===== config.mk =====
export PLATFORM = sky130hd
export DESIGN_NAME = atm_cash_dispenser
export DESIGN_NICKNAME = d
export VERILOG_FILES = /design/src/rtl/atm_cash_dispenser.sv
export SDC_FILE = /design/constraint.sdc
export NUM_CORES = 1
export LEC_CHECK = 0
export CELL_PAD_IN_SITES_DETAIL_PLACEMENT = 1
export CELL_PAD_IN_SITES_GLOBAL_PLACEMENT = 1
export CORE_AREA = 5 5 148 150
export CTS_CLUSTER_SIZE = 25
export DETAILED_ROUTE_END_ITERATION = 16
export DIE_AREA = 0 0 153 155
export GPL_ROUTABILITY_DRIVEN = 0
export PLACE_DENSITY = 0.85
export SLEW_MARGIN = 10
export SYNTH_ARGS = -nofsm -noshare
export SYNTH_HDL_FRONTEND = slang
export SYNTH_SLANG_ARGS = --single-unit
export TNS_END_PERCENT = 50

===== constraint.sdc =====
create_clock -name clk -period 15.2 [get_ports clk]
set_input_delay 3.8 -clock clk [delete_from_list [all_inputs] [get_ports clk]]
set_output_delay 3.8 -clock clk [all_outputs]
set_load 0.005 [all_outputs]

===== src/rtl/atm_cash_dispenser.sv =====
// Note dispenser behind the ATM controller: plans a greedy 500/200/100 split of an
// approved amount against cassette stock, then releases the notes one pulse at a time.
module atm_cash_dispenser #(
    parameter int AMT_W     = 21,
    parameter int CNT_W     = 8,
    parameter int NOTE_GAP  = 4,
    parameter int MAX_NOTES = 40,
    parameter int INIT_500  = 50,
    parameter int INIT_200  = 50,
    parameter int INIT_100  = 50
) (
    input  logic             clk,
    input  logic             reset,
    input  logic             txn_success,
    input  logic [AMT_W-1:0] amount_withdraw,
    input  logic             refill,
    output logic             dispense_500,
    output logic             dispense_200,
    output logic             dispense_100,
    output logic             busy,
    output logic             done,
    output logic             dispense_err,
    output logic [CNT_W-1:0] cnt_500,
    output logic [CNT_W-1:0] cnt_200,
    output logic [CNT_W-1:0] cnt_100
);

    localparam logic [2:0] S_IDLE     = 3'd0;
    localparam logic [2:0] S_CHECK    = 3'd1;
    localparam logic [2:0] S_PLAN     = 3'd2;
    localparam logic [2:0] S_DISPENSE = 3'd3;
    localparam logic [2:0] S_DONE     = 3'd4;
    localparam logic [2:0] S_ERR      = 3'd5;

    localparam int GAP_W = (NOTE_GAP > 1) ? $clog2(NOTE_GAP) : 1;
    localparam int TOT_W = CNT_W + 2;

    logic [2:0]       state_reg, state_next;
    logic [AMT_W-1:0] rem_reg, rem_next;
    logic [GAP_W-1:0] gap_reg, gap_next;

    // Index 0/1/2 = 500/200/100 cassette, which is also the greedy priority order.
    logic [CNT_W-1:0] cnt_cur  [3];
    logic [CNT_W-1:0] plan_cur [3];
    logic [2:0]       pulse_cur;
    logic [2:0]       can_take;
    logic [2:0]       has_notes;
    logic [2:0]       plan_inc;
    logic [2:0]       disp_fire;
    logic [TOT_W-1:0] note_total;
    logic             idle_start;
    logic             idle_refill;

    assign idle_start  = (state_reg == S_IDLE) && txn_success;
    assign idle_refill = (state_reg == S_IDLE) && refill;
    assign note_total  = TOT_W'(plan_cur[0]) + TOT_W'(plan_cur[1]) + TOT_W'(plan_cur[2]);

    genvar gi;
    generate
        for (gi = 0; gi < 3; gi++) begin : g_cassette
            localparam logic [AMT_W-1:0] DENOM = (gi == 0) ? AMT_W'(500) :
                                                 (gi == 1) ? AMT_W'(200) : AMT_W'(100);
            localparam logic [CNT_W-1:0] LOAD  = (gi == 0) ? CNT_W'(INIT_500) :
                                                 (gi == 1) ? CNT_W'(INIT_200) : CNT_W'(INIT_100);

            logic [CNT_W-1:0] cnt_reg;
            logic [CNT_W-1:0] plan_reg;
            logic             pulse_reg;

            // Planned notes never exceed stock, so the decrement cannot wrap.
            assign can_take[gi]  = (rem_reg >= DENOM) && (plan_reg < cnt_reg);
            assign has_notes[gi] = (plan_reg != '0);
            assign cnt_cur[gi]   = cnt_reg;
            assign plan_cur[gi]  = plan_reg;
            assign pulse_cur[gi] = pulse_reg;

            always_ff @(posedge clk) begin
                if (reset) begin
                    cnt_reg   <= LOAD;
                    plan_reg  <= '0;
                    pulse_reg <= 1'b0;
                end else begin
                    pulse_reg <= disp_fire[gi];
                    if (idle_refill) begin
                        cnt_reg <= LOAD;
                    end else if (disp_fire[gi]) begin
                        cnt_reg <= cnt_reg - CNT_W'(1);
                    end
                    if (idle_start) begin
                        plan_reg <= '0;
                    end else if (plan_inc[gi]) begin
                        plan_reg <= plan_reg + CNT_W'(1);
                    end else if (disp_fire[gi]) begin
                        plan_reg <= plan_reg - CNT_W'(1);
                    end
                end
            end
        end
    endgenerate

    always_comb begin
        state_next = state_reg;
        rem_next   = rem_reg;
        gap_next   = gap_reg;
        plan_inc   = '0;
        disp_fire  = '0;
        case (state_reg)
            S_IDLE: begin
                if (txn_success) begin
                    rem_next   = amount_withdraw;
                    gap_next   = '0;
                    state_next = S_CHECK;
                end
            end
            S_CHECK: begin
                if ((rem_reg == '0) || ((rem_reg % AMT_W'(100)) != '0)) begin
                    state_next = S_ERR;
                end else begin
                    state_next = S_PLAN;
                end
            end
            S_PLAN: begin
                // Another note is still wanted; refuse if the plan is already full.
                if (can_take != '0) begin
                    if (note_total >= TOT_W'(MAX_NOTES)) begin
                        state_next = S_ERR;
                    end else if (can_take[0]) begin
                        plan_inc = 3'b001;
                        rem_next = rem_reg - AMT_W'(500);
                    end else if (can_take[1]) begin
                        plan_inc = 3'b010;
                        rem_next = rem_reg - AMT_W'(200);
                    end else begin
                        plan_inc = 3'b100;
                        rem_next = rem_reg - AMT_W'(100);
                    end
                end else if (rem_reg == '0) begin
                    gap_next   = '0;
                    state_next = S_DISPENSE;
                end else begin
                    state_next = S_ERR;
                end
            end
            S_DISPENSE: begin
                if (has_notes == '0) begin
                    state_next = S_DONE;
                end else if (gap_reg == '0) begin
                    gap_next = GAP_W'(NOTE_GAP - 1);
                    if (has_notes[0]) begin
                        disp_fire = 3'b001;
                    end else if (has_notes[1]) begin
                        disp_fire = 3'b010;
                    end else begin
                        disp_fire = 3'b100;
                    end
                end else begin
                    gap_next = gap_reg - GAP_W'(1);
                end
            end
            S_DONE:  state_next = S_IDLE;
            S_ERR:   state_next = S_IDLE;
            default: state_next = S_IDLE;
        endcase
    end

    always_ff @(posedge clk) begin
        if (reset) begin
            state_reg <= S_IDLE;
            rem_reg   <= '0;
            gap_reg   <= '0;
        end else begin
            state_reg <= state_next;
            rem_reg   <= rem_next;
            gap_reg   <= gap_next;
        end
    end

    assign dispense_500 = pulse_cur[0];
    assign dispense_200 = pulse_cur[1];
    assign dispense_100 = pulse_cur[2];
    assign busy         = (state_reg != S_IDLE);
    assign done         = (state_reg == S_DONE);
    assign dispense_err = (state_reg == S_ERR);
    assign cnt_500      = cnt_cur[0];
    assign cnt_200      = cnt_cur[1];
    assign cnt_100      = cnt_cur[2];

endmodule


======== Word-level counts from Yosys, hierarchy flattened ========
Cells that the tools add are included.
storage, ports and cells
  output and inout bits ................... 30
  register bits after elaboration ......... 77
  logic and storage cells ................. 109
operators by class
  add/subtract/negate cells ............... 15
  divide/modulo/power cells ............... 1
  reduce and logical (&&, ||, !) cells .... 26
  eq/ne operators ......................... 13
  multiplexer cells ....................... 35
  order comparisons ....................... 7
operators by type and width
  operator                                              number
  2-to-1 mux 21 bit                                     5
  2-to-1 mux 3 bit                                      16
  2-to-1 mux 8 bit                                      6
  subtractor 8 x 1 -> 8 bit, second input constant      6
  one-hot mux 21 bit (2 select lines)                   1
  adder 8 x 1 -> 8 bit, second input constant           3
  less-than comparator 8 bit                            3
  nonzero test 8 bit                                    3
  >= comparator 21 x 7 -> 1 bit, second input constant  1
  >= comparator 21 x 8 -> 1 bit, second input constant  1
  >= comparator 21 x 9 -> 1 bit, second input constant  1
  logical NOT 21 bit                                    1
  modulo 21 x 7 -> 21 bit, second input constant        1
  nonzero test 21 bit                                   1
  subtractor 21 x 7 -> 21 bit, second input constant    1
  subtractor 21 x 8 -> 21 bit, second input constant    1
  subtractor 21 x 9 -> 21 bit, second input constant    1
  inequality test 2 bit, second input constant          7
  one-hot mux 3 bit (4 select lines)                    1
  adder 9 x 8 -> 10 bit                                 1
  >= comparator 10 x 6 -> 1 bit, second input constant  1
  2-to-1 mux 2 bit                                      5
  adder 8 x 8 -> 9 bit                                  1
  nonzero test 3 bit                                    3
  other kinds (15)                                      26

======== Logic depth before layout (Yosys ltp) ========
  depth after elaboration ................. 8
  depth in mapped cells ................... 45
  depth with buffers taken out ............ 37

======== Worst setup path after synthesis ========
No wires, ideal clock.
  path type ............................... reg-to-reg
  start point ............................. register rem_reg[2]
  end point ............................... register state_reg[1]
  clock period less this slack ............ 9349 ps
  cell stages (with the launch flop) ...... 43
  setup slack ............................. 5851 ps
  arrival time ............................ 9272 ps
  path buffers ............................ 5
  cell sequence ........................... dfxtp_1 > clkbuf_1 > inv_1 > ha_1 > nor2b_1 > nand4_2 > buf_6 > mux2_4 > a22o_1 > o21ai_2 > o21ai_0 > or3_1 > buf_6 > buf_6 > o31ai_4 > o41ai_2 > or4_4 > o21ai_0 > [... 7 more ...] > o21a_1 > o211a_1 > a211o_1 > mux2_2 > o41ai_2 > o41ai_4 > a21oi_2 > mux2i_1 > o21a_2 > nor2_2 > o22ai_2 > xor2_2 > o221ai_1 > a31o_1 > a221oi_2 > o2111ai_1 > nand2b_1 > a41oi_2
between the ends
  word-level cells in the longest chain between the ends .. 5
RTL lines
  element                                                                           line      text
  start: declaration                                                                39        logic [AMT_W-1:0] rem_reg, rem_next;
  start signal: assignment                                                          173       rem_reg <= rem_next;
  modulo 21 x 7 -> 21 bit (tied with other cells)                                   116       if ((rem_reg == '0) || ((rem_reg % AMT_W'(100)) != '0)) begin
  nonzero test 21 bit / logical AND 1 bit (equally long branches)                   116, 71
  logical OR 1 bit / nonzero test 3 bit (equally long branches)                     116, 124
  2-to-1 mux 3 bit (tied with other cells)                                          116
  one-hot mux 3 bit (4 select lines) / AND reduction 3 bit (equally long branches)  n/a
  end signal: assignment                                                            172       state_reg <= state_next;
  end: declaration                                                                  38        logic [2:0] state_reg, state_next;
Several ways; a longest one is shown, not always the timed one.
A chain may end at the register's enable or synchronous reset.

======== Worst setup path after layout ========
  start point ............................. register rem_reg[3]
  end point ............................... register state_reg[1]
The elaborated chain is that of the path after synthesis.

==> impl_table.tex <==
\begin{tabular}{lr}
\hline
Metric & Value \\
\hline
\multicolumn{2}{l}{\textbf{Timing}} \\
\quad Worst slew pin tran & 1197 ps \\
\quad Slew Viols, Final & 0 \\
\quad Setup repair after global routing missed its margin & no \\
\quad Final-layout setup total negative slack & 0 ps \\
\quad Post-route fraction of the period consumed by the critical path & 75.08\% \\
\quad Setup-failing EPs final & 0 \\
\quad Final hold violations & 0 \\
\quad Highest Clock Rate & 87.62 MHz \\
\quad Worst slew slack as a fraction of its limit & 20.00\% \\
\quad Fin Clk Skew & 6.989 ps \\
\quad Clock period minus final worst setup slack & 11410 ps \\
\multicolumn{2}{l}{\textbf{Logic synthesis}} \\
\quad Syn Std Cell Area & 9057 sq um \\
\quad EDFF count, synth & 0 \\
\quad Synthesized net count & 1275 \\
\quad Share of synthesized flip-flops with an asynchronous set or reset & 0\% \\
\quad Cell count after synthesis & 1181 \\
\quad Synthesis Warnings & 0 \\
\quad Sequential area share after synthesis & 17.02\% \\
\quad Average cell area after synthesis & 7.669 sq um \\
\quad Distinct cell type count after synthesis & 118 \\
\quad Most common flop cell mapped by yosys & sky130\_fd\_sc\_hd\_\_dfxtp\_1 \\
\quad Seq cells post-synth & 77 \\
\multicolumn{2}{l}{\textbf{Clock network}} \\
\quad Inserted Clock Buffers & 9 \\
\quad Clock Sinks & 77 \\
\quad TritonCTS clock tree & yes \\
\quad Maximum root-to-sink buffer count & 2 \\
\quad Clock-pin slew of the registers on the worst-case setup and hold paths & 60 ps \\
\quad Post-cts hold buffer count & 0 \\
\quad Count of buffers added by post-CTS timing repair for setup & 0 \\
\quad Number of gates resized after CTS & 0 \\
\quad Clock latency on the worst-skew pair & 350 ps \\
\quad Root buffer cell & sky130\_fd\_sc\_hd\_\_clkbuf\_16 \\
\quad CTS HTree Levels & 3 \\
\multicolumn{2}{l}{\textbf{Floorplanning}} \\
\quad Site row count & 53 \\
\quad Count of pins on the block boundary & 55 \\
\quad Area of the core & 20560 sq um \\
\quad Area of the die & 23720 sq um \\
\quad Effective utilization at floorplan & 44.06\% \\
\quad Die H & 155 microns \\
\quad Die width & 153 microns \\
\multicolumn{2}{l}{\textbf{Job}} \\
\quad Count of max-cap constraint violations & 0 \\
\multicolumn{2}{l}{\textbf{Global route}} \\
\quad Maximum number of pins on one net before global-route repair & 39 \\
\quad Tot GR Track Use & 23.04\% \\
\quad Via count of the first global-routing pass & 9272 \\
\quad First-pass GRT wire length & 46430 microns \\
\quad Aggregate global routing overflow & 0 \\
\quad Antenna violations before repair & 0 \\
\multicolumn{2}{l}{\textbf{Setup path}} \\
\quad Crit path largest cell delay & 650 ps \\
\quad Crit path kind & reg2reg \\
\quad Sort of element at the start of the critical path & register \\
\quad Worst reg-to-reg setup slack & 3790 ps \\
\quad Maximum fanout along the worst path & 17 \\
\quad Source of the worst register-to-register timing path & rem\_reg[3] \\
\quad Critical path capture point type & register \\
\quad Critical Path AT & 11690 ps \\
\quad Slowest stage cell on the critical path & sky130\_fd\_sc\_hd\_\_a2111oi\_4 \\
\quad Critical path data required time & 15480 ps \\
\quad Critical path startpoint & rem\_reg[3] \\
\multicolumn{2}{l}{\textbf{Drt}} \\
\quad Average detailed-routed wire length per instance & 19.25 microns \\
\quad Initial drt markers & 457 \\
\quad TritonRoute pass-1 iters & 4 \\
\quad Total Wirelength & 28410 microns \\
\quad Overall via count from detail\_route & 9186 \\
\quad Final ANT Viol Nets & 0 \\
\quad Detailed-route DRC error count & 0 \\
\quad Average vias per placed instance & 6.224 \\
\multicolumn{2}{l}{\textbf{Cells and area}} \\
\quad Antenna diodes & 0 \\
\quad Max FFs per register & 24 \\
\quad Most used cells in the layout excluding fill and tap cells & sky130\_fd\_sc\_hd\_\_nor2\_1 (120), sky130\_fd\_sc\_hd\_\_nand2\_1 (108), sky130\_fd\_sc\_hd\_\_dfxtp\_1 (77) \\
\quad Ratio of cells with drive above 1 in the final layout & 6.911\% \\
\quad Most common cell after layout, fill and taps aside & sky130\_fd\_sc\_hd\_\_nor2\_1 \\
\quad Synthesis-to-finish area growth & 10.80\% \\
\quad Final standard cell count with taps included and fillers excluded & 1476 \\
\quad Count of nets after finishing & 1290 \\
\quad Post-route cell area & 10040 sq um \\
\multicolumn{2}{l}{\textbf{Place}} \\
\quad Count of buffers from port buffering & 54 \\
\quad Detailed-placement wirelength estimate & 21600 microns \\
\quad Placed Cells & 1460 \\
\quad Placed standard-cell area & 9696 sq um \\
\multicolumn{2}{l}{\textbf{Hold path}} \\
\quad Classification of the worst-slack hold path & reg2reg \\
\quad Hold Path Origin & rem\_reg[1] \\
\multicolumn{2}{l}{\textbf{Outcome}} \\
\quad Result of the run & complete, no violations \\
\hline
\end{tabular}
==> worst max-delay path: cells and delay by family (launching register included) <==
kind                     cells  cell delay (ps)
adder cells (fa/ha/maj)      1              300
flip-flops                   1              620
AO/OA/AOI/OAI               21             5640
buffers and inverters        1              270
AND/OR/NAND/NOR             10             3040
XOR/XNOR                     3             1020
multiplexers                 1              430
==> routing by layer <==
layer,vias to the layer above,share of wire (%),track usage [%]
met3,45,3.0,2.503
met2,175,50,42.40
met1,4519,44,28.60
met5,-,0,0
met4,0,2.2,6.279
li1,4447,-,-
==> metrics by stage <==
step	utilization, %	worst slack, ps	hold WS [ps]
global placement	47.16	4446	445.5
CTS	48.82	3890	470.3
finish	48.82	3788	463.2
global route	48.82	2842	486.5
detailed placement	47.16	3936	463.2
floorplan	-	5851	436.3
==> area by class of cell <==
class,count,area (sq um)
Fill cell,2574,10520
Multi-Input combinational cell,994,7029
Sequential cell,77,1541
Timing Repair Buffer,58,570.5
Tap cell,275,344.1
Clock buffer,11,232.7
Inverter,56,210.2
Clock inverter,5,107.6
==> path summary, 6_finish.rpt <==
| kind | to | cells after the start |
|---|---|---|
| min reg2reg | rem_reg[1] | 2 |
| min | rem_reg[1] | 2 |
| max | state_reg[1] | 37 |
| max reg2reg | state_reg[1] | 37 |
==> logic make-up after synthesis <==
group / after synthesis / share of synthesized area, %
AND/OR/NAND/NOR: 445 / 24.84
flip-flops: 77 / 17.02
buffers and inverters: 110 / 5.374
AO/OA/AOI/OAI: 377 / 31.11
XOR/XNOR: 61 / 6.147
multiplexers: 41 / 4.863
adder cells (fa/ha/maj): 70 / 10.65
==> Yosys cell counts, types with 10 or more instances <==
| library cell | count | share of area, % |
|---|---|---|
| sky130_fd_sc_hd__nor2_1 | 120 | 5.0 |
| sky130_fd_sc_hd__nand2_1 | 108 | 4.5 |
| sky130_fd_sc_hd__dfxtp_1 | 77 | 17 |
| sky130_fd_sc_hd__o21ai_0 | 70 | 3.9 |
| sky130_fd_sc_hd__a21oi_1 | 64 | 3.5 |
| sky130_fd_sc_hd__ha_1 | 57 | 7.9 |
| sky130_fd_sc_hd__inv_1 | 55 | 2.3 |
| sky130_fd_sc_hd__xnor2_1 | 44 | 4.3 |
| sky130_fd_sc_hd__clkbuf_1 | 37 | 1.5 |
| sky130_fd_sc_hd__nand3_1 | 37 | 2.0 |
| sky130_fd_sc_hd__nor3_1 | 33 | 1.8 |
| sky130_fd_sc_hd__mux2i_1 | 30 | 3.3 |
| sky130_fd_sc_hd__a21o_1 | 26 | 2.2 |
| sky130_fd_sc_hd__nor4_1 | 24 | 1.7 |
| sky130_fd_sc_hd__nand2b_1 | 21 | 1.5 |
| sky130_fd_sc_hd__a22oi_1 | 17 | 1.4 |
| sky130_fd_sc_hd__xor2_1 | 14 | 1.4 |
| sky130_fd_sc_hd__a211oi_1 | 13 | 1.1 |
| sky130_fd_sc_hd__and2_1 | 13 | 0.90 |
| sky130_fd_sc_hd__o211ai_1 | 13 | 1.1 |
| sky130_fd_sc_hd__o31ai_1 | 13 | 1.1 |
| sky130_fd_sc_hd__fa_1 | 12 | 2.7 |
| sky130_fd_sc_hd__a31oi_1 | 11 | 0.76 |
| sky130_fd_sc_hd__nor2b_1 | 11 | 0.76 |
| sky130_fd_sc_hd__and3_1 | 10 | 0.69 |
| sky130_fd_sc_hd__o21ai_1 | 10 | 0.55 |
| sky130_fd_sc_hd__or3_1 | 10 | 0.69 |
Power is left out: the tool's default activity adds up to more than one toggle a clock period on the data nets, which glitch-free logic cannot reach.
